## config.mk

```make
export PLATFORM = sky130hd
export DESIGN_NAME = uart_rx_frame_deser
export DESIGN_NICKNAME = d
export VERILOG_FILES = /design/src/rtl/uart_rx_frame_deser.sv
export SDC_FILE = /design/constraint.sdc
export NUM_CORES = 1
export LEC_CHECK = 0
export ABC_CLOCK_PERIOD_IN_PS = 1300
export CAP_MARGIN = 20
export CORE_MARGIN = 1
export CORE_UTILIZATION = 46
export CTS_CLUSTER_SIZE = 16
export DETAILED_ROUTE_END_ITERATION = 6
export PLACE_DENSITY = 0.76
export SLEW_MARGIN = 0
export SYNTH_ARGS = -nofsm -noshare
export SYNTH_HDL_FRONTEND = slang
export SYNTH_SLANG_ARGS = --single-unit
```

## constraint.sdc

```tcl
create_clock -name clk2 -period 1.3 [get_ports clk2]
set_input_delay 0.195 -clock clk2 [delete_from_list [all_inputs] [get_ports clk2]]
set_output_delay 0.195 -clock clk2 [all_outputs]
set_load 0.05 [all_outputs]
```

## src/rtl/uart_rx_frame_deser.sv

```systemverilog
// uart_rx_frame_deser: turns per-bit UART samples into parallel frames with parity/stop checks behind a valid/ready holding register
module uart_rx_frame_deser #(
  parameter int PRESCALE   = 16,
  parameter int DATA_WIDTH = 8,
  parameter int MSB_FIRST  = 0,
  parameter int PARITY_EN  = 0,
  parameter int PARITY_ODD = 0
) (
  input  logic                        clk2,
  input  logic                        rst,
  input  logic                        des_en,
  input  logic                        frame_start,
  input  logic                        sampled_data,
  input  logic [$clog2(PRESCALE)-1:0] edge_cnt,
  output logic [DATA_WIDTH-1:0]       p_data,
  output logic                        out_valid,
  input  logic                        out_ready,
  output logic                        parity_err,
  output logic                        stop_err,
  output logic                        overrun,
  output logic                        busy
);
  localparam int EW = $clog2(PRESCALE);
  localparam int IW = $clog2(DATA_WIDTH + 1);
  typedef enum logic [1:0] {IDLE, DATA, PARITY, STOP} state_t;
  state_t state, nxt;
  logic [DATA_WIDTH-1:0] sr, sr_shift;
  logic [IW-1:0] bit_idx;
  logic acc, perr, smp, last_bit, start, done, free;
  always_ff @(posedge clk2 or negedge rst)
    if (!rst) state <= IDLE;
    else state <= nxt;
  always_comb begin
    nxt = state;
    case (state)
      IDLE:    nxt = start ? DATA : IDLE;
      DATA:    nxt = !des_en ? IDLE : (smp && last_bit) ? (PARITY_EN != 0 ? PARITY : STOP) : DATA;
      PARITY:  nxt = !des_en ? IDLE : smp ? STOP : PARITY;
      STOP:    nxt = (!des_en || smp) ? IDLE : STOP;
      default: nxt = IDLE;
    endcase
  end
  // a frame that completes while the register is held and not being read is dropped
  always_comb begin
    smp = des_en && (edge_cnt == EW'(PRESCALE - 1));
    last_bit = bit_idx == IW'(DATA_WIDTH - 1);
    start = (state == IDLE) && frame_start && des_en;
    done = (state == STOP) && smp;
    free = !out_valid || out_ready;
    sr_shift = (MSB_FIRST != 0) ? {sr[DATA_WIDTH-2:0], sampled_data} : {sampled_data, sr[DATA_WIDTH-1:1]};
    busy = state != IDLE;
  end
  always_ff @(posedge clk2 or negedge rst)
    if (!rst) begin
      sr <= '0;
      bit_idx <= '0;
      acc <= 1'b0;
      perr <= 1'b0;
    end else if (start) begin
      bit_idx <= '0;
      acc <= 1'b0;
      perr <= 1'b0;
    end else if (state == DATA && smp) begin
      sr <= sr_shift;
      acc <= acc ^ sampled_data;
      bit_idx <= bit_idx + IW'(1);
    end else if (state == PARITY && smp) begin
      perr <= (acc ^ sampled_data) != 1'(PARITY_ODD);
    end
  always_ff @(posedge clk2 or negedge rst)
    if (!rst) begin
      p_data <= '0;
      out_valid <= 1'b0;
      parity_err <= 1'b0;
      stop_err <= 1'b0;
      overrun <= 1'b0;
    end else begin
      overrun <= done && !free;
      if (done && free) begin
        p_data <= sr;
        parity_err <= perr;
        stop_err <= ~sampled_data;
        out_valid <= 1'b1;
      end else if (out_ready) begin
        out_valid <= 1'b0;
      end
    end
endmodule

```

==> reports/summary.txt, run 1 <==
PLACED DESIGN
------------------------------------------------------------------------------------
Area after DPL                                                          0.00177 sq mm
Detailed Place HPWL                                                          1.78 mm
Routability Congestion                                                         0.846
I/O Buffers                                                                       22

GLOBAL ROUTE
------------------------------------------------------------------------------------
First-pass GRT wire length                                                   4.26 mm
Vias in the first global route                                                   893
Antenna violations before repair                                                   0
Largest net degree at the start of global routing                                 29
Gr usage total                                                                 0.214
Gr ovfl total                                                                      0

WORST SETUP PATH
------------------------------------------------------------------------------------
Arrival time at the worst endpoint                                           1.77 ns
Maximum fanout encountered on the critical timing path                             3
Worst reg-to-reg setup slack                                                -0.24 ns
Kind of start point of the critical path                                    register
Crit Path Category                                                        reg -> reg
Critical-path top delay cell                                            sky130_fd_sc_hd__dfrtp_1
Path depth of the worst reg2reg path                                               6
Required time reported for the critical path endpoint                        1.52 ns
Critical R2R Capture                                                      bit_idx[2]
Crit end category                                                           register
Startpoint of the lowest-slack register-to-register path                    state[1]
Slowest cell delay on critical path                                          0.42 ns
Series of cell instances along the critical path                        buf_6, nand3b_1, buf_4, buf_4, o31ai_2, a21oi_2
Most prevalent standard cell on the critical path                       sky130_fd_sc_hd__buf_4

POWER AND IR DROP
------------------------------------------------------------------------------------
Portion of total power attributed to sequential cells                          0.549
Share of power burned in combinational logic                                   0.096
Internal Pwr Total                                                           1.28 mW
Power dissipated by switching net loads                                     0.350 mW
Leak                                                                        0.879 nW
Clock power frac                                                               0.354
Largest vdd supply drop                                                     0.730 mV
Switching share of power                                                       0.215
Power density of the placed cells                                        835 mW/mm^2

MIN PATH
------------------------------------------------------------------------------------
Min-Delay Path Class                                                     in -> async

SYNTHESIS
------------------------------------------------------------------------------------
Number of different library cells in the post-synthesis netlist                   30
Post-Syn Area per Cell                                                    13.6 sq um
Top_reg_cell synth                                                      sky130_fd_sc_hd__dfrtp_1
Number of flops mapped to enable cells by yosys                                    0
Main combinational cell family by area after synthesis                  multiplexers
Mux cell area share after synthesis                                            0.203
Instance count of the mapped netlist                                              92
Compound-Gate Fraction of Synth Area                                          0.0628
Share of flip-flops with an asynchronous set or reset after synthesis           1.00
Share of synthesized cell area in and, or, nand and nor gates                  0.129
Number of synthesized register bits                                               28
Sequential-to-total area share from yosys stat                                 0.558
Post-synthesis share of cell area spent on xor and xnor gates                0.00698
Syn. warnings                                                                      0
Syn nets                                                                         103
Post-Synthesis Cell Area                                                0.00125 sq mm
Adder-cell share of the synthesized area                                     0.00997

DIE
------------------------------------------------------------------------------------
Initial Utilization                                                            0.498
Placeable core region                                                   0.00252 sq mm
Boundary pin count                                                                23
Horiz. Die Dim                                                          54.2 microns
Floorplan die area                                                      0.00294 sq mm
Vertical extent of the die                                              54.2 microns
Std-Cell Rows                                                                     18

LAYOUT
------------------------------------------------------------------------------------
Area used by multi-input combinational logic                               593 sq um
Total area of sequential cells                                             702 sq um
Layout fillers                                                                   153
Number of nets in the final layout                                               149
Number of antenna cells inserted                                                   0
Commonest cells after routing, fill and taps aside                      sky130_fd_sc_hd__dfrtp_1, sky130_fd_sc_hd__mux2_4, sky130_fd_sc_hd__buf_12
Layout area overhead                                                           55.4%
Most common library cell in the layout ignoring fill and taps           sky130_fd_sc_hd__dfrtp_1
Share of layout cells above drive strength 1                                   0.511
Area of all placed cells without fillers                                0.00195 sq mm

TIMING
------------------------------------------------------------------------------------
Transition at the pin with the smallest max-transition slack                0.299 ns
Worst slew margin                                                              0.800
Final min period                                                             1.54 ns
Post-layout worst setup margin                                             -0.241 ns
Share of the clock period used by the worst path after layout                   1.19
Pins over their slew limit                                                         0
Max frequency                                                              0.649 GHz
Hold violation count in the final report                                           0
Layout Skew                                                                0.0215 ns
Total of endpoints with negative setup slack in the final report                  24
Worst hold margin                                                           0.178 ns
Unrepaired setup endpoints after global routing                                  yes

RUN STATUS
------------------------------------------------------------------------------------
Failing checks                                                          negative setup slack
Outcome                                                                 finished, violations left

DRT
------------------------------------------------------------------------------------
Initial drt markers                                                               16
Residual antenna-violating net count after detailed routing                        0
Vias per Instance                                                               5.34
Total wirelength of the detailed-routed design                               2.73 mm
Detailed-route DRC error count                                                     0
Vias                                                                             891
Drt first pass iters                                                               4
Average wire per standard cell                                          16.3 microns

JOB
------------------------------------------------------------------------------------
Number of violations of the max-capacitance limit                                  0

CLOCKING
------------------------------------------------------------------------------------
Clock Sink Count                                                                  28
Clock tree from TritonCTS                                                        yes
Number of buffers inserted during clock tree synthesis                             3
CTS clk-pin slew, worst paths                                                0.16 ns
Number of H-tree branching levels                                                  1
Clock latency on the worst-skew pair                                         0.34 ns
Root buffer cell                                                        sky130_fd_sc_hd__clkbuf_4
Hold Buf Count CTS                                                                 0
Buffer levels on the longest clock path                                            2

## metal layers
layer | track usage | share of wire | up-vias
met3 | 0.0417 | 0.025 | 9
met2 | 0.348 | 0.50 | 22
met1 | 0.267 | 0.44 | 439
li1 | - | - | 421
met5 | 0 | 0 | -
met4 | 0.115 | 0.035 | 0
## cell families after synthesis
logic type      Yosys count
compound gates           12
mux                      20
flops                    28
simple gates             23
fa+ha+maj                 1
xor+xnor                  1
buf+inv                   7
## power by group through the flow
stage | Clock, mW | Combinational, mW | Sequential [mW]
after floorplan | 0 | 0.0431 | 0.909
after global placement | 0 | 0.129 | 0.909
after detailed placement | 0 | 0.133 | 0.910
after CTS | 0.577 | 0.150 | 0.893
after global routing | 0.614 | 0.171 | 0.897
final | 0.577 | 0.157 | 0.895
## registers in the layout, indices dropped and copies added (netlist names)
signal / flops
sr: 8
stop_err: 1
parity_err: 1
acc: 1
out_valid: 1
perr: 1
state: 2
overrun: 1
p_data: 8
bit_idx: 4
## cells in the mapped netlist, types with 2 or more instances
cell | instances | share of area
sky130_fd_sc_hd__dfrtp_1 | 28 | 0.56
sky130_fd_sc_hd__o21ai_0 | 3 | 0.012
sky130_fd_sc_hd__nor2_1 | 2 | 0.0060
sky130_fd_sc_hd__a21oi_1 | 3 | 0.012
sky130_fd_sc_hd__mux2_4 | 9 | 0.11
sky130_fd_sc_hd__mux2_2 | 8 | 0.072
sky130_fd_sc_hd__nand2_1 | 5 | 0.015
sky130_fd_sc_hd__nand3_1 | 2 | 0.0080
sky130_fd_sc_hd__inv_1 | 5 | 0.015
sky130_fd_sc_hd__or4_1 | 2 | 0.012
sky130_fd_sc_hd__mux2i_1 | 3 | 0.024
sky130_fd_sc_hd__o31ai_1 | 2 | 0.012
sky130_fd_sc_hd__nand2b_1 | 3 | 0.015
## how the worst max path moves through the flow
stage,from,end,slack (ns)
after floorplan,out_valid,parity_err,-0.15
after global placement,edge_cnt[1],p_data[3],-0.51
after detailed placement,edge_cnt[0],p_data[6],-0.52
after CTS,state[1],bit_idx[2],-0.22
after global routing,state[1],busy,-0.28
final,state[1],bit_idx[2],-0.24
## metrics by stage
step	TNS, ns	power [mW]	instances	setup WS, ns	utilization
floorplan	-2.40	0.952	92	-0.154	-
global placement	-10.50	1.04	160	-0.509	0.703
detailed placement	-10.85	1.04	160	-0.519	0.703
CTS	-3.88	1.62	166	-0.222	0.754
global route	-5.54	1.68	167	-0.282	0.773
finish	-4.26	1.63	167	-0.241	0.773
## worst max-delay path: cells and delay by family, from the launching register on
kind            cells  cell delay, ns
simple gates        1            0.19
compound gates      2            0.36
buf+inv             3            0.45
flops               1            0.42
## timing repair
item,4_1_cts,5_1_grt
endpoints found under the hold margin,0,0
gates resized for setup,20,12
endpoints found under the setup margin,24,26
setup buffers,2,1
pin swaps,5,1
## layout make-up
| class | instances | share of cell area |
|---|---|---|
| clock buffer | 3 | 0.0115 |
| multi-input combinational | 57 | 0.304 |
| sequential | 28 | 0.360 |
| inverter | 5 | 0.0109 |
| timing repair buffer | 43 | 0.279 |
| tap | 30 | 0.0192 |
| clock inverter | 1 | 0.0154 |
Note: power is estimated with default switching activity, not from simulation.
==> run 2: changes to the inputs <==
Settings changed: GPL_TIMING_DRIVEN set to 0.
==> run 2 against run 1 <==
Net effect: the flow still finishes with violations (negative setup slack); clock skew fell by 0.0061 ns; power decreased by 14%; non-clock buffer count decreased by 4; core utilization fell by 10 points; die area is the same; cell count down 2.4%; global-route usage fell by 2.7 points; clock-buffer cell count grew 1; first-iteration DRC count decreased by 13%; routed wire length shrank 8.3%; worst hold slack improved by 0.034 ns; setup slack improved by 0.055 ns.
==> reports/summary.txt, run 2 (synthesis results as in run 1) <==
RUN STATUS
-------------------------------------------------------------------------------
Outcome                                                            finished, violations left
Failing checks                                                     negative setup slack

TIMING
-------------------------------------------------------------------------------
Final min period                                                        1.49 ns
Total of endpoints with negative setup slack in the final report             24
Share of the clock period used by the worst path after layout              1.14
Layout Skew                                                           0.0154 ns
Max frequency                                                         0.673 GHz
Post-layout worst setup margin                                        -0.186 ns
Hold violation count in the final report                                      0
Unrepaired setup endpoints after global routing                             yes
Worst slew margin                                                         0.617
Transition at the pin with the smallest max-transition slack           0.572 ns
Pins over their slew limit                                                    0

GLOBAL ROUTE
-------------------------------------------------------------------------------
Antenna violations before repair                                              0
Gr usage total                                                            0.187
Vias in the first global route                                              806
Largest net degree at the start of global routing                            19
Gr ovfl total                                                                 0
First-pass GRT wire length                                              3.79 mm

LAYOUT
-------------------------------------------------------------------------------
Share of layout cells above drive strength 1                              0.466
Area used by multi-input combinational logic                          557 sq um
Number of nets in the final layout                                          145
Total area of sequential cells                                        704 sq um
Number of antenna cells inserted                                              0
Layout area overhead                                                      35.3%
Most common library cell in the layout ignoring fill and taps      sky130_fd_sc_hd__dfrtp_1
Commonest cells after routing, fill and taps aside                 sky130_fd_sc_hd__dfrtp_1, sky130_fd_sc_hd__mux2_4, sky130_fd_sc_hd__buf_2
Filler-free cell count of the finished design                               163
Layout fillers                                                              187
Largest registers                                                  p_data x8, sr x8, bit_idx x4

WORST SETUP PATH
-------------------------------------------------------------------------------
Series of cell instances along the critical path                   nand3b_1, buf_6, or4_4, a21oi_2
Slowest cell delay on critical path                                     0.47 ns
Critical path buffer and inverter count                                       1
Kind of start point of the critical path                               register
Crit end category                                                      register
Crit Path Category                                                   reg -> reg
Delay-heaviest family, CP                                          simple AND/OR/NAND/NOR gates
Critical-path top delay cell                                       sky130_fd_sc_hd__dfrtp_2
Arrival time at the worst endpoint                                      1.74 ns
Maximum fanout encountered on the critical timing path                        5
Required time reported for the critical path endpoint                   1.55 ns

CLOCKING
-------------------------------------------------------------------------------
Clock tree from TritonCTS                                                   yes
Clock latency on the worst-skew pair                                    0.33 ns
Clock Sink Count                                                             28
Number of H-tree branching levels                                             1
CTS clk-pin slew, worst paths                                           0.15 ns
Number of buffers inserted during clock tree synthesis                        3
Buffer levels on the longest clock path                                       2
Root buffer cell                                                   sky130_fd_sc_hd__clkbuf_4

PLACED DESIGN
-------------------------------------------------------------------------------
Detailed Place HPWL                                                     1.55 mm
Cell Count Post-Placement                                                   145
Routability Congestion                                                    0.733
I/O Buffers                                                                  22

DIE
-------------------------------------------------------------------------------
Initial Utilization                                                       0.498
Boundary pin count                                                           23
Placeable core region                                              0.00252 sq mm
Vertical extent of the die                                         54.2 microns
Floorplan die area                                                 0.00294 sq mm
Std-Cell Rows                                                                18
Horiz. Die Dim                                                     54.2 microns

POWER AND IR DROP
-------------------------------------------------------------------------------
Power density of the placed cells                                   823 mW/mm^2
Power dissipated by switching net loads                                0.319 mW
Largest vdd supply drop                                                0.936 mV
Switching share of power                                                  0.228
Leak                                                                   0.810 nW
Overall power consumption                                               1.40 mW
Internal Pwr Total                                                      1.08 mW
Portion of total power attributed to sequential cells                     0.641
Clock power frac                                                          0.256
Share of power burned in combinational logic                              0.103

DRT
-------------------------------------------------------------------------------
Initial drt markers                                                          14
Residual antenna-violating net count after detailed routing                   0
Vias                                                                        869
Detailed-route DRC error count                                                0
Vias per Instance                                                          5.33
Average wire per standard cell                                     15.3 microns
Total wirelength of the detailed-routed design                          2.50 mm
Drt first pass iters                                                          4

JOB
-------------------------------------------------------------------------------
Number of violations of the max-capacitance limit                             0

MIN PATH
-------------------------------------------------------------------------------
Min-Delay Path Class                                                in -> async

[run 2: final timing paths]
path                           start  slack, ns  depth (start not counted)         end
max                         state[1]      -0.19                          4  bit_idx[3]
min                              rst       0.21                          1     overrun
max reg2reg                 state[1]      -0.19                          4  bit_idx[3]
min reg2reg                p_data[0]       0.52                          1   p_data[0]
max in group asynchronous        rst       0.59                          2       sr[3]
min in group clk2             des_en       0.33                          2    state[1]
[run 2: power by group through the flow]
stage	Combinational, mW	Sequential [mW]	Clock [mW]
floorplan	0.0431	0.909	0
global placement	0.103	0.911	0
detailed placement	0.115	0.913	0
CTS	0.141	0.896	0.368
global route	0.158	0.898	0.403
finish	0.145	0.896	0.357
[run 2: through the flow]
step	TNS (ns)	worst slack (ns)	instance area [sq um]	hold slack, ns	util
finish	-3.43	-0.186	1700	0.212	0.673
global route	-4.71	-0.257	1700	0.234	0.673
CTS	-2.55	-0.136	1730	0.225	0.684
detailed placement	-12.89	-0.579	1550	0.496	0.616
global placement	-22.68	-0.563	1530	0.494	0.605
floorplan	-2.40	-0.154	1270	-0.101	-
[run 2: final cells by class]
| cell class | instances | share of cell area |
|---|---|---|
| clock buffer | 4 | 0.0155 |
| multi-input combinational | 57 | 0.328 |
| inverter | 5 | 0.0111 |
| sequential | 28 | 0.415 |
| timing repair buffer | 37 | 0.195 |
| buffer | 2 | 0.0133 |
| tap | 30 | 0.0221 |
[run 2: per-layer routing]
metal / vias up / routed length, microns / GRT usage
li1: 415 / - / -
met4: 0 / 15 / 0.0385
met3: 2 / 91 / 0.0583
met1: 436 / 1200 / 0.263
met5: - / 0 / 0
met2: 16 / 1200 / 0.283
[run 2: worst register-to-register path, stage by stage (launching register included)]
cell                       delay [ns]
sky130_fd_sc_hd__dfrtp_2         0.47
sky130_fd_sc_hd__nand3b_1        0.22
sky130_fd_sc_hd__buf_6           0.16
sky130_fd_sc_hd__or4_4           0.41
sky130_fd_sc_hd__a21oi_2         0.14
[run 2: what timing repair did]
item | in CTS | in global routing
buffers inserted | 12 | 0
hold buffers | 0 | 0
endpoints found under the setup margin | 36 | 33
cloned | 1 | 1
pin swaps | 5 | 2
gates resized for setup | 64 | 24
